File: config.mk
export PLATFORM = sky130hd
export DESIGN_NAME = fetch_ctrl_flat
export DESIGN_NICKNAME = d
export VERILOG_FILES = /design/src/rtl/fetch_ctrl_pkg.sv /design/src/rtl/fetch_ctrl_if.sv /design/src/rtl/fetch_ctrl_redirect_buf.sv /design/src/rtl/fetch_ctrl.sv /design/src/flat_wrapper.sv
export SDC_FILE = /design/constraint.sdc
export NUM_CORES = 1
export LEC_CHECK = 0
export ABC_AREA = 0
export BUFFER_PORTS_ARGS = -buffer_cell sky130_fd_sc_hd__buf_2
export CAP_MARGIN = 20
export CORE_MARGIN = 1.5
export CORE_UTILIZATION = 35
export CTS_BUF_LIST = sky130_fd_sc_hd__clkbuf_8
export DETAILED_ROUTE_END_ITERATION = 8
export PLACE_DENSITY_LB_ADDON = 0.15
export RECOVER_POWER = 100
export SKIP_LAST_GASP = 1
export SLEW_MARGIN = 25
export SYNTH_ARGS = -nofsm -noshare
export SYNTH_HDL_FRONTEND = slang
export SYNTH_HIERARCHICAL = 1
export SYNTH_SLANG_ARGS = --single-unit
File: constraint.sdc
create_clock -name clk -period 4.2 [get_ports clk]
set_input_delay 1.26 -clock clk [delete_from_list [all_inputs] [get_ports clk]]
set_output_delay 1.26 -clock clk [all_outputs]
set_load 0.01 [all_outputs]
File: src/rtl/fetch_ctrl_pkg.sv
// Shared definitions for the fetch-stage sequencing controller.
package fetch_ctrl_pkg;

  localparam int unsigned WORD      = 64;
  localparam int unsigned INSTR_LEN = 32;

  typedef enum logic [1:0] {
    FC_BOOT  = 2'd0,
    FC_FETCH = 2'd1,
    FC_WAIT  = 2'd2,
    FC_HOLD  = 2'd3
  } fc_state_e;

endpackage

File: src/rtl/fetch_ctrl_if.sv
// Fetch controller bus: hazard/branch inputs, imem handshake and fetch datapath controls.
interface fetch_ctrl_if #(
  parameter int unsigned CNT_W = 32
);
  import fetch_ctrl_pkg::*;

  logic             stall;
  logic             branch_taken;
  logic [WORD-1:0]  branch_target;
  logic             imem_ready;
  logic             imem_req;
  logic             pc_en;
  logic             pc_sel;
  logic [WORD-1:0]  redirect_pc;
  logic             ifid_en;
  logic             ifid_flush;
  logic             instr_valid;
  logic [CNT_W-1:0] fetch_count;

  modport master (
    input  stall, branch_taken, branch_target, imem_ready,
    output imem_req, pc_en, pc_sel, redirect_pc, ifid_en, ifid_flush,
           instr_valid, fetch_count
  );

  modport slave (
    output stall, branch_taken, branch_target, imem_ready,
    input  imem_req, pc_en, pc_sel, redirect_pc, ifid_en, ifid_flush,
           instr_valid, fetch_count
  );

endinterface

File: src/rtl/fetch_ctrl_redirect_buf.sv
// Holds a branch target that arrived while memory was busy until it can be applied.
module redirect_buf
  import fetch_ctrl_pkg::*;
(
  input  logic            clk,
  input  logic            reset,
  input  logic            load,
  input  logic            clear,
  input  logic [WORD-1:0] d,
  output logic [WORD-1:0] target,
  output logic            pending
);

  always_ff @(posedge clk or negedge reset) begin
    if (!reset) begin
      target  <= '0;
      pending <= 1'b0;
    end else if (load) begin
      target  <= d;
      pending <= 1'b1;
    end else if (clear) begin
      pending <= 1'b0;
    end
  end

endmodule

File: src/rtl/fetch_ctrl.sv
// Fetch-stage sequencer: boot delay, imem handshake, stall hold and branch redirect.
module fetch_ctrl
  import fetch_ctrl_pkg::*;
#(
  parameter int unsigned BOOT_CYCLES = 2,
  parameter int unsigned CNT_W       = 32
) (
  input  logic         clk,
  input  logic         reset,
  fetch_ctrl_if.master bus
);

  localparam logic [3:0] BOOT_LAST = 4'(BOOT_CYCLES - 1);

  fc_state_e        state, state_nx;
  logic [3:0]       boot_cnt;
  logic [CNT_W-1:0] fetch_cnt;
  logic             buf_load, buf_clear, cnt_inc;
  logic [WORD-1:0]  buf_target;
  logic             pending;

  redirect_buf u_buf (
    .clk     (clk),
    .reset   (reset),
    .load    (buf_load),
    .clear   (buf_clear),
    .d       (bus.branch_target),
    .target  (buf_target),
    .pending (pending)
  );

  always_ff @(posedge clk or negedge reset) begin
    if (!reset) begin
      state     <= FC_BOOT;
      boot_cnt  <= '0;
      fetch_cnt <= '0;
    end else begin
      state <= state_nx;
      if (state == FC_BOOT) boot_cnt <= boot_cnt + 4'd1;
      if (cnt_inc) fetch_cnt <= fetch_cnt + 1'b1;
    end
  end

  assign bus.fetch_count = fetch_cnt;

  always_comb begin
    state_nx        = state;
    buf_load        = 1'b0;
    buf_clear       = 1'b0;
    cnt_inc         = 1'b0;
    bus.imem_req    = 1'b0;
    bus.pc_en       = 1'b0;
    bus.pc_sel      = 1'b0;
    bus.ifid_en     = 1'b0;
    bus.ifid_flush  = 1'b0;
    bus.instr_valid = 1'b0;
    bus.redirect_pc = bus.branch_taken ? bus.branch_target : buf_target;

    unique case (state)
      FC_BOOT: begin
        bus.redirect_pc = '0;
        if (boot_cnt == BOOT_LAST) state_nx = FC_FETCH;
      end
      // FETCH and WAIT share resolution; a branch seen before the data returns is buffered.
      FC_FETCH, FC_WAIT: begin
        bus.imem_req = 1'b1;
        if (!bus.imem_ready) begin
          state_nx = FC_WAIT;
          buf_load = bus.branch_taken;
        end else if (bus.branch_taken || pending) begin
          bus.pc_en      = 1'b1;
          bus.pc_sel     = 1'b1;
          bus.ifid_en    = 1'b1;
          bus.ifid_flush = 1'b1;
          buf_clear      = 1'b1;
          state_nx       = FC_FETCH;
        end else if (bus.stall) begin
          state_nx = FC_HOLD;
        end else begin
          bus.pc_en       = 1'b1;
          bus.ifid_en     = 1'b1;
          bus.instr_valid = 1'b1;
          cnt_inc         = 1'b1;
          state_nx        = FC_FETCH;
        end
      end
      FC_HOLD: begin
        if (bus.branch_taken) begin
          bus.pc_en      = 1'b1;
          bus.pc_sel     = 1'b1;
          bus.ifid_en    = 1'b1;
          bus.ifid_flush = 1'b1;
          buf_clear      = 1'b1;
          state_nx       = FC_FETCH;
        end else if (!bus.stall) begin
          state_nx = FC_FETCH;
        end
      end
      default: state_nx = FC_BOOT;
    endcase
  end

endmodule

File: src/flat_wrapper.sv
// flat-port wrapper written by rule: the top's interface ports become plain ports
module fetch_ctrl_flat import fetch_ctrl_pkg::*;
#(
  parameter int unsigned BOOT_CYCLES = 2,
  parameter int unsigned CNT_W       = 32
)
  (clk, reset, bus_stall, bus_branch_taken, bus_branch_target, bus_imem_ready, bus_imem_req, bus_pc_en, bus_pc_sel, bus_redirect_pc, bus_ifid_en, bus_ifid_flush, bus_instr_valid, bus_fetch_count);
  fetch_ctrl_if #(.CNT_W(CNT_W)) bus_i ();
  input  logic clk;
  input  logic reset;
  input wire logic [$bits(bus_i.stall)-1:0] bus_stall;
  input wire logic [$bits(bus_i.branch_taken)-1:0] bus_branch_taken;
  input wire logic [$bits(bus_i.branch_target)-1:0] bus_branch_target;
  input wire logic [$bits(bus_i.imem_ready)-1:0] bus_imem_ready;
  output wire logic [$bits(bus_i.imem_req)-1:0] bus_imem_req;
  output wire logic [$bits(bus_i.pc_en)-1:0] bus_pc_en;
  output wire logic [$bits(bus_i.pc_sel)-1:0] bus_pc_sel;
  output wire logic [$bits(bus_i.redirect_pc)-1:0] bus_redirect_pc;
  output wire logic [$bits(bus_i.ifid_en)-1:0] bus_ifid_en;
  output wire logic [$bits(bus_i.ifid_flush)-1:0] bus_ifid_flush;
  output wire logic [$bits(bus_i.instr_valid)-1:0] bus_instr_valid;
  output wire logic [$bits(bus_i.fetch_count)-1:0] bus_fetch_count;
  assign bus_i.stall = bus_stall;
  assign bus_i.branch_taken = bus_branch_taken;
  assign bus_i.branch_target = bus_branch_target;
  assign bus_i.imem_ready = bus_imem_ready;
  assign bus_imem_req = bus_i.imem_req;
  assign bus_pc_en = bus_i.pc_en;
  assign bus_pc_sel = bus_i.pc_sel;
  assign bus_redirect_pc = bus_i.redirect_pc;
  assign bus_ifid_en = bus_i.ifid_en;
  assign bus_ifid_flush = bus_i.ifid_flush;
  assign bus_instr_valid = bus_i.instr_valid;
  assign bus_fetch_count = bus_i.fetch_count;
  fetch_ctrl #(.BOOT_CYCLES(BOOT_CYCLES), .CNT_W(CNT_W)) u_core (.clk(clk), .reset(reset), .bus(bus_i));
endmodule
==> impl_metrics.tcl <==
set metrics [dict create \
    outcome "finished, violations left" \
    violations "max-capacitance violations, max-slew violations" \
    yosysWarnings 6 \
    wl_mm 11.9 \
    relSlewSlack -0.324 \
    drcViolationCount 0 \
    cts_buffers 9 \
    synth_area_per_cell_um2 11.9 \
    utilization 0.412 \
    rsz0062_at_grt "no" \
    core.rowCount 45 \
    drv_slew 79 \
    via_count 3912 \
    holdBufCountCts 0 \
    slowest_stage "buf_12" \
    leakage_uw 0.00292 \
    switchingPower_uw 1350 \
    fin_setup_tns_ns 0 \
    cp_cell_sequence "clkbuf_1 -> buf_12 -> a32oi_1 -> a21oi_1 -> clkbuf_1" \
    swShare 0.382 \
    yosysUniqueCellTypes 36 \
    clock-sinks 103 \
    critical_path.max_fanout 68 \
    multi_input_area_mm2 0.00246 \
    regArea_mm2 0.00258 \
    cap_violations 1 \
    p_comb_frac 0.390 \
    min_delay_path_depth 1 \
    clk_path_buf_depth 2 \
    io_buffer_count 170 \
    reg2reg_depth 6 \
    areaGrowthSynthToFinish_pct 15.7 \
    finalCriticalPeriod_ns 3.69 \
    n_fill_cell 1557 \
    synth_area_mm2 0.00540 \
    gp_congestion 0.798 \
    antenna_found_initial 0 \
    critPathRequiredTime_ns 2.94 \
    synth.yosys.seq_area_share 0.478 \
    end_kind "output port" \
    ir_worst_vdd_mv 0.266 \
    pwr-share-seq 0.443 \
    cts_max_level 3 \
    hold_path_class "register to register" \
    power_density_mw_per_mm2 566 \
    fin_nets 689 \
    finClkSkew_ns 0.00789 \
    cts_resized 0 \
    cts_tree "built" \
    start_util 0.356 \
    tightest_slew_ns 1.99 \
    grt-ovfl-total 0 \
    drive_gt1_frac 0.168 \
    cts_setup_buffers 0 \
    max_freq_ghz 0.271 \
    critPathMaxStageDelay_ns 0.38 \
    grt_pass1_wl_mm 19.5 \
    drtPass1Iterations 4 \
    period_share 0.878 \
    grt_pass1_vias 3856 \
    diodes 0 \
    hold_viol 0 \
    vias_per_cell 4.85 \
    die-area_mm2 0.0162 \
    dp_hpwl_mm 8.25 \
    wire_per_inst_um 14.7 \
    die_h_um 127 \
    pre_cts_slack_ns 0.650 \
    grt_use_total 0.153 \
    num_io_pins 171 \
    synth-seq-cells 103 \
    clkPwrFrac 0.167 \
    drt-initial-drc-count 107 \
    worstSetupStartpointType "primary input" \
    core_area_mm2 0.0151 \
    grt_max_degree 79 \
    finalSetupViolations 0 \
    synthCells 454 \
    p_int_uw 2180 \
    clkSlewWorstSetupHoldPaths_ns 0.11 \
    synth_fp_nets 529 \
    die_x_um 127 \
    clock_latency_ns 0.37 \
    worst_slack_ns 0.513 \
    cts_root_buffer "clkbuf_8" \
    crit_top_cell "clkbuf_1" \
    critPathKind "primary input to output port" \
    final_antenna_net_count 0 \
    crit_arrival_ns 2.43 \
]
## state kept, by name, indices dropped and copies added, names as in the netlist
| name | cells |
|---|---|
| u_core/u_buf/target | 64 |
| u_core/u_buf/pending | 1 |
| u_core/bus.fetch_count | 32 |
| u_core/state | 2 |
| u_core/boot_cnt | 4 |
## cell usage after synthesis
| cell | instances | share of area |
|---|---|---|
| a21o_1 | 1 | 0.0014 |
| a21oi_1 | 3 | 0.0028 |
| a32oi_1 | 1 | 0.0016 |
| and2_1 | 1 | 0.0012 |
| and2b_1 | 1 | 0.0014 |
| and3_1 | 7 | 0.0081 |
| and4_1 | 3 | 0.0049 |
| buf_1 | 7 | 0.0049 |
| buf_2 | 1 | 0.00093 |
| buf_4 | 2 | 0.0028 |
| buf_6 | 6 | 0.013 |
| clkbuf_1 | 10 | 0.0070 |
| clkbuf_2 | 1 | 0.00093 |
| dfrtp_1 | 103 | 0.48 |
| ha_1 | 6 | 0.014 |
| inv_1 | 4 | 0.0028 |
| mux2_2 | 16 | 0.033 |
| mux2_4 | 49 | 0.14 |
| mux2i_1 | 65 | 0.12 |
| nand2_1 | 19 | 0.013 |
| nand3_1 | 10 | 0.0093 |
| nand3b_1 | 1 | 0.0014 |
| nand4_1 | 12 | 0.014 |
| nand4bb_1 | 1 | 0.0021 |
| nor2_1 | 79 | 0.055 |
| nor2b_1 | 1 | 0.0012 |
| nor3_1 | 1 | 0.00093 |
| nor4_1 | 3 | 0.0035 |
| o21ai_0 | 1 | 0.00093 |
| or2_1 | 1 | 0.0012 |
| or2_4 | 1 | 0.0016 |
| or3_4 | 1 | 0.0021 |
| or4_1 | 1 | 0.0014 |
| or4_4 | 1 | 0.0021 |
| xnor2_1 | 20 | 0.032 |
| xor2_1 | 14 | 0.023 |
## cells in the final DEF, fill, tap and decap left out, types with 10 or more instances in the layout
cell type and count:
dfrtp_1 103, xnor2_1 20, mux2i_1 65, nor2_1 79, nand2_1 19, buf_2 65, xor2_1 14, nand3_1 10
mux2_2 16, mux2_1 48, nand4_1 12, clkbuf_1 107
## power groups by stage
stage | logic, µW | registers, µW | clock network, µW
final | 1380 | 1570 | 589
after global routing | 1550 | 1620 | 662
after CTS | 1730 | 1590 | 630
after detailed placement | 1730 | 1600 | 0
after global placement | 1710 | 1590 | 0
after floorplan | 1230 | 1530 | 0
## kinds of logic after synthesis
family	Yosys count	synth area share
fa+ha+maj	6	0.0139
compound gates	6	0.00672
xor+xnor	34	0.0552
flops	103	0.478
simple gates	144	0.124
buf+inv	31	0.0318
mux	130	0.290
## path summary, 6_finish.rpt
kind	from	to	slack, ns
max	bus_branch_taken	bus_pc_en	0.51
min	u_core/bus.fetch_count[31]$_DFFE_PN0P_	u_core/bus.fetch_count[31]$_DFFE_PN0P_	0.48
max reg2reg	u_core/state[0]$_DFFE_PN0P_	u_core/u_buf/target[63]$_DFFE_PN0P_	1.42
min reg2reg	u_core/bus.fetch_count[31]$_DFFE_PN0P_	u_core/bus.fetch_count[31]$_DFFE_PN0P_	0.48
max in group asynchronous	reset	u_core/u_buf/target[49]$_DFFE_PN0P_	1.12
min in group asynchronous	reset	u_core/bus.fetch_count[19]$_DFFE_PN0P_	1.41
## final cells by class
cell class	instances	area share
clock inverters	7	0.00902
clock buffers	9	0.0198
multi-input cells	320	0.394
well taps	188	0.0377
inverters	4	0.00240
repair buffers	176	0.124
flip-flops and latches	103	0.413
## metrics by stage
step / hold WS [ns] / power (µW) / std cells / area (µm²)
global placement: 0.463 / 3300 / 791 / 6420
CTS: 0.480 / 3950 / 807 / 6600
floorplan: 0.446 / 2770 / 454 / 5400
finish: 0.482 / 3540 / 807 / 6240
global route: 0.508 / 3830 / 807 / 6240
detailed placement: 0.464 / 3320 / 791 / 6420
## per-layer routing
metal	routed length (µm)	GRT usage	vias to the layer above	part of all wire
met5	0	0	-	0
met1	5670	0.202	1905	0.48
met2	5240	0.236	113	0.44
met3	781	0.0498	12	0.066
li1	-	-	1882	-
met4	183	0.0568	0	0.015
## worst max-delay path, delay by kind of cell
| family | cells | cell delay [ns] |
|---|---|---|
| AOI/OAI and AO/OA | 2 | 0.34 |
| buffers and inverters | 3 | 0.70 |
Power figures use the tool's default switching activity.
